--- src/rtl/vreg_load_seq.sv ---
// Vector register load/dump sequencer: streams elements into a staging vector and
// commits it to one of R registers, or streams a selected register back out.
module vreg_load_seq #(
    parameter int BITS = 8,
    parameter int N    = 64,
    parameter int R    = 4,
    localparam int RW  = (R > 1) ? $clog2(R) : 1,
    localparam int CW  = (N > 1) ? $clog2(N) : 1
) (
    input  logic            clk,
    input  logic            rst,
    input  logic            cmd_valid,
    output logic            cmd_ready,
    input  logic            cmd_op,
    input  logic [RW-1:0]   cmd_reg,
    input  logic [BITS-1:0] in_data,
    input  logic            in_valid,
    output logic            in_ready,
    output logic [BITS-1:0] stage [N-1:0],
    output logic [R-1:0]    reg_wr,
    output logic [RW-1:0]   rd_sel,
    input  logic [BITS-1:0] vec_in [N-1:0],
    output logic [BITS-1:0] out_data,
    output logic            out_valid,
    input  logic            out_ready,
    output logic            done,
    output logic            err
);

    typedef enum logic [1:0] {IDLE, LOAD, COMMIT, DUMP} state_t;

    localparam logic [RW:0]   RLIM = (RW+1)'(R);
    localparam logic [CW-1:0] LAST = CW'(N - 1);

    state_t        state, nxt;
    logic [CW-1:0] cnt;
    logic [RW-1:0] ri;
    logic          cmd_acc, reg_ok, in_hs, out_hs;

    assign reg_ok   = {1'b0, cmd_reg} < RLIM;
    assign cmd_acc  = cmd_valid & cmd_ready;
    assign in_hs    = in_valid & in_ready;
    assign out_hs   = out_valid & out_ready;
    assign rd_sel   = ri;
    assign out_data = vec_in[cnt];

    always_ff @(posedge clk or posedge rst) begin
        if (rst) state <= IDLE;
        else     state <= nxt;
    end

    always_comb begin
        nxt       = state;
        cmd_ready = 1'b0;
        in_ready  = 1'b0;
        out_valid = 1'b0;
        done      = 1'b0;
        reg_wr    = '0;
        case (state)
            IDLE: begin
                cmd_ready = ~rst;
                if (cmd_valid && !rst && reg_ok)
                    nxt = cmd_op ? DUMP : LOAD;
            end
            LOAD: begin
                in_ready = 1'b1;
                if (in_valid && cnt == LAST) nxt = COMMIT;
            end
            COMMIT: begin
                reg_wr[ri] = 1'b1;
                done       = 1'b1;
                nxt        = IDLE;
            end
            DUMP: begin
                out_valid = 1'b1;
                if (out_ready && cnt == LAST) begin
                    done = 1'b1;
                    nxt  = IDLE;
                end
            end
            default: nxt = IDLE;
        endcase
    end

    // A rejected index leaves ri alone so rd_sel never points past the register file.
    always_ff @(posedge clk or posedge rst) begin
        if (rst) begin
            cnt <= '0;
            ri  <= '0;
            err <= 1'b0;
            for (int i = 0; i < N; i++) stage[i] <= '0;
        end else begin
            err <= 1'b0;
            if (cmd_acc) begin
                cnt <= '0;
                if (reg_ok) ri  <= cmd_reg;
                else        err <= 1'b1;
            end
            if (in_hs) stage[cnt] <= in_data;
            if (in_hs || out_hs) cnt <= (cnt == LAST) ? '0 : cnt + 1'b1;
        end
    end

endmodule

--- config.mk ---
export PLATFORM = sky130hd
export DESIGN_NAME = vreg_load_seq
export DESIGN_NICKNAME = d
export VERILOG_FILES = /design/src/rtl/vreg_load_seq.sv
export SDC_FILE = /design/constraint.sdc
export NUM_CORES = 1
export LEC_CHECK = 0
export CAP_MARGIN = 5
export CORE_AREA = 2 2 408 410
export DETAILED_ROUTE_END_ITERATION = 6
export DIE_AREA = 0 0 410 412
export PLACE_DENSITY = 0.35
export SLEW_MARGIN = 0
export SYNTH_ARGS = -nofsm -noshare
export SYNTH_HDL_FRONTEND = slang
export SYNTH_SLANG_ARGS = --single-unit
--- constraint.sdc ---
create_clock -name clk -period 22.4 [get_ports clk]
set_input_delay 5.6 -clock clk [delete_from_list [all_inputs] [get_ports clk]]
set_output_delay 5.6 -clock clk [all_outputs]
set_load 0.05 [all_outputs]
# == After elaboration in Yosys (flattened, before gate mapping) ==
# Cells that the tools add are included.
# totals
reg_bits,522
in_bits,528
# classes
n_addsub,1
n_lt_le_gt_ge,4
n_eq_ne,7
muxes,21
bitwise,4
n_reduce_logical,10
# ops
op,n
$bwmux W512,1
$bmux W8 S6,1
$demux W8 S6,1
$mux W6,3
$mux W8,2
$mux W2,4
$pmux W2 S4,1
$lt A6 B7 Y1 const B,1
$add A6 B1 Y6 const B,1
$eq A6 B6 Y1 const B,1
$ge A6 B1 Y1 const B,1
$ne A2 B2 Y1 const B,3
$logic_and A1 B1 Y1,5
$mux W1,5
$eq A2 B2 Y1 const B,2
$mux W4,1
$and A1 B1 Y1,3
$lt A2 B3 Y1 const B,1
$reduce_and A3 Y1,1
$demux W1 S2,1
$eq A2 B1 Y1 const B,1
$ge A2 B1 Y1 const B,1
$logic_not A2 Y1,1
$pmux W1 S2,1
other kinds (4),4

# == Logic depth before layout (Yosys ltp) ==
# logic_depth
ltp_word,5
mapped_depth,11
depth_no_buf,6

# == Worst setup path before layout ==
# Ideal clock, no wire load.
# synth_path
kind,input to output
start,input vec_in[19] (netlist name)
end,output out_data[3]
arrival_time_ns,7.265
setup_slack_ns,9.535
cell_stages,5
n_path_buf,0
path_cell_list,mux2_4 -> a221o_1 -> a222oi_1 -> o22ai_1 -> or4_1
# synth_via
elab_chain_cells,2
# synth_rtl
item,line_no,rtl
start: declaration,22,"input logic [BITS-1:0] vec_in [N-1:0],"
$bmux W8 S6,45,assign out_data = vec_in[cnt];
$mux W8 (implied by the code),45,
end: declaration,23,"output logic [BITS-1:0] out_data,"
# No other way between the ends. The select of a mux whose other input is x is not followed.

# == Worst setup path after layout ==
# layout_path
start,input vec_in[441] (netlist name)
end,output out_data[1]
# The elaborated chain is that of the path after synthesis.

==> metrics <==
status finished, final reports clean; Clock Root Buffer clkbuf_16; Core ar. between 150,000 and 200,000 um^2; Site Rows 149; DR iter-0 viols between 800 and 900; final core utilization between 20% and 30%; FILL cells 17,420; Initial Utilization 14.81%; DR WL/cell a little over 30 um; asr flop ratio synth 100.0%; largest stage delay on the critical path 0.76 ns; max-slew violation count 0; grt ovf 0; f_max between 70 and 80 MHz; # port buffers 1,057; Most used DFF post-synth dfrtp_1; final worst slack around 8.3 ns; via count 19,890; vias per inst just under 4; Yosys warning count 0; pwr dens 105.9 nW/um^2; fin nets 3,346; Worst-path clk slew around 0.06 ns; die width 410 um; Max-Cap Viols 0; worst slew pin tran 1.158 ns; Final Hold Fails 0; setup violators final 0; post-synthesis sequential area ratio 53.69%; LEAKAGE 16.88 nW; Residual DRC 0; min-delay src stage[322]$_DFFE_PP0P_; Buf/Inv on CP 3; Fin Clk Skew 0.03449 ns; first-pass iteration count of the detailed router 5; post-route minimum period 14.15 ns; Post-synth EDFFs 0; Worst Hold Path EP stage[322]$_DFFE_PP0P_; CP endpoint kind primary output; Net Count, Synth approximately 2,300; setup TNS 0 ns; cell depth of the worst flop-to-flop path 6; postcts setup bufs 0; Crit-path slowest cell clkdlybuf4s50_1; Syn Std Cell Area 24,330 um^2; PostCTS Resize Cnt 0; most frequent CP cell clkdlybuf4s50_1; Setup WS pre-CTS 8.136 ns; Syn Inst Count 1,774; top-level I/O count ~1,100; final wirelength 153,100 um; period utilisation layout 63.16%; Hold WS a little under 0.5 ns; Area Growth Syn to Fin 63.57%; GRT Util Overall 17.58%; vias in the first global route 21,500; unrepaired setup endpoints after global routing false; H-tree depth 3; Synth cell types 68; Worst Hold Class reg -> reg; VDD IR max 0.04988 mV; CP top delay family compound AO/OA/AOI/OAI gates; R2R Setup Slk 17.80 ns; initial antenna violation count 20; final cell count without fillers 5,062; hold_buf cts 0; placed cell count 4,932; fraction of layout cells with a size suffix above 1 28.29%; die area around 170,000 um^2; first-pass GRT wire length ~200,000 um; Hold Crit Depth 1; critical-path cell list clkdlybuf4s50_1, a22o_1, o21ai_0, buf_4, o221ai_1, a2111oi_2, o2111ai_1, clkdlybuf4s50_1; Slew Limit Headroom 22.77%; R2R Path End stage[355]$_DFFE_PP0P_; RePlAce Congestion 0.7967; Clock Latency Late Sink between 0.6 and 0.7 ns; buffer depth of the longest clock path 3; Avg Inst Size Synth 13.71 um^2; Sinks on Clock Net 522; Setup CP Type in -> out; Worst Setup Start Kind primary input; CP Data Arrival Time approximately 8.6 ns; detailed-placement wirelength estimate ~120,000 um; Critical Path RT between 15 and 20 ns; CTS tree done; Die Span Y roughly 410 um; crit-path max FO 1; Antenna Nets Post-Route 0; R2R Path Start cnt[1]$_DFFE_PP0P_; #FFs+latches synth 522; largest net degree at the start of global routing 157; clock buffer count from CTS slightly above 70
-- cell usage in the layout (no fill, tap or decap), drive strengths merged, types with 24 or more instances in the layout --
cell | netlist | routed
o21ai | 43 | 43
mux2i | 106 | 106
a21oi | 45 | 45
nand2 | 72 | 72
a22oi | 32 | 32
mux2 | 537 | 537
buf | 60 | 53
clkdlybuf4s50 | 0 | 1049
a221oi | 24 | 24
nor2 | 74 | 74
clkbuf | 73 | 108
dfrtp | 522 | 522
mux4 | 33 | 33
-- state kept, by name (all words and copies together), names as in the netlist --
signal  flops
state       2
cnt         6
rd_sel      2
stage     512
-- synth_stat cells, types with 18 or more instances --
master	count	area, um^2
a22oi_1	32	240.2
buf_2	23	115.1
o21ai_0	42	210.2
mux2_2	526	5923
clkbuf_1	72	270.3
dfrtp_1	522	13060
mux2i_1	106	1061
o22ai_1	18	112.6
nand2_1	53	198.9
a21oi_1	45	225.2
a221oi_1	24	210.2
nor2_2	45	281.5
nand2_2	19	118.9
nor2_1	29	108.9
mux4_2	33	743.2
-- kinds of logic (layout without fill, tap and decap cells) --
logic type	count (synthesis)	count (layout)	synth area share (%)
DFF	522	522	53.69
buffers and inverters	136	1229	2.715
muxes	676	676	32.29
adders and majority gates	1	1	0.05142
and+or+nand+nor	209	209	4.700
other	1	7	0.01541
xor gates and xnor gates	1	1	0.03601
AOI/OAI and AO/OA	228	228	6.506
-- per-stage QoR --
step           cell area, um^2  power, mW
3_5_place_dp             37400      3.111
3_3_place_gp             37400      3.110
6_report                 39800      4.214
5_1_grt                  39780      4.404
4_1_cts                  39780      4.318
2_1_floorplan            24330      2.272
-- power breakdown --
group / internal (mW) / total (mW) / leakage [nW] / switching (mW)
Combinational: 0.666 / 1.87 / 8.54 / 1.20
Sequential: 1.06 / 1.18 / 7.16 / 0.115
Clock: 0.710 / 1.17 / 1.17 / 0.458
Total: 2.44 / 4.21 / 16.9 / 1.77
-- worst max-delay path by stage --
stage,start,endpoint,slack (ns),cells after the start
3_3_place_gp,vec_in[461],out_data[5],8.14,7
3_5_place_dp,vec_in[461],out_data[5],8.14,7
5_1_grt,vec_in[441],out_data[1],8.18,8
6_report,vec_in[441],out_data[1],8.25,8
4_1_cts,vec_in[461],out_data[5],8.13,7
2_1_floorplan,rst,cnt[0]$_DFFE_PP0P_,2.22,1
-- routing by layer --
metal  part of all wire, %  up-vias  GRT usage, %
met4                   2.1        6         3.968
met2                    53      687         33.10
met1                    37    10400         19.01
met5                 0.022        -             0
li1                      -     8662             -
met3                   7.3      143         5.512
-- final cells by class --
| cell class | count | area, um^2 | area share [%] |
|---|---|---|---|
| clock buffer | 108 | 2202 | 5.533 |
| inverter | 3 | 18.77 | 0.04716 |
| sequential | 522 | 13070 | 32.85 |
| tap | 2189 | 2739 | 6.882 |
| clock inverter | 16 | 178.9 | 0.4496 |
| multi-input combinational | 1116 | 10640 | 26.73 |
| antenna | 6 | 15.01 | 0.03773 |
| timing repair buffer | 1102 | 10930 | 27.47 |
-- worst register-to-register path, stage by stage, from the launching register on --
cell	delay [ns]
dfrtp_4	0.74
buf_4	0.43
nand2b_1	0.44
nor2_2	0.93
nand2_1	0.57
nor2_2	0.95
mux2_2	0.44
Note: power is estimated with default switching activity, not from simulation.
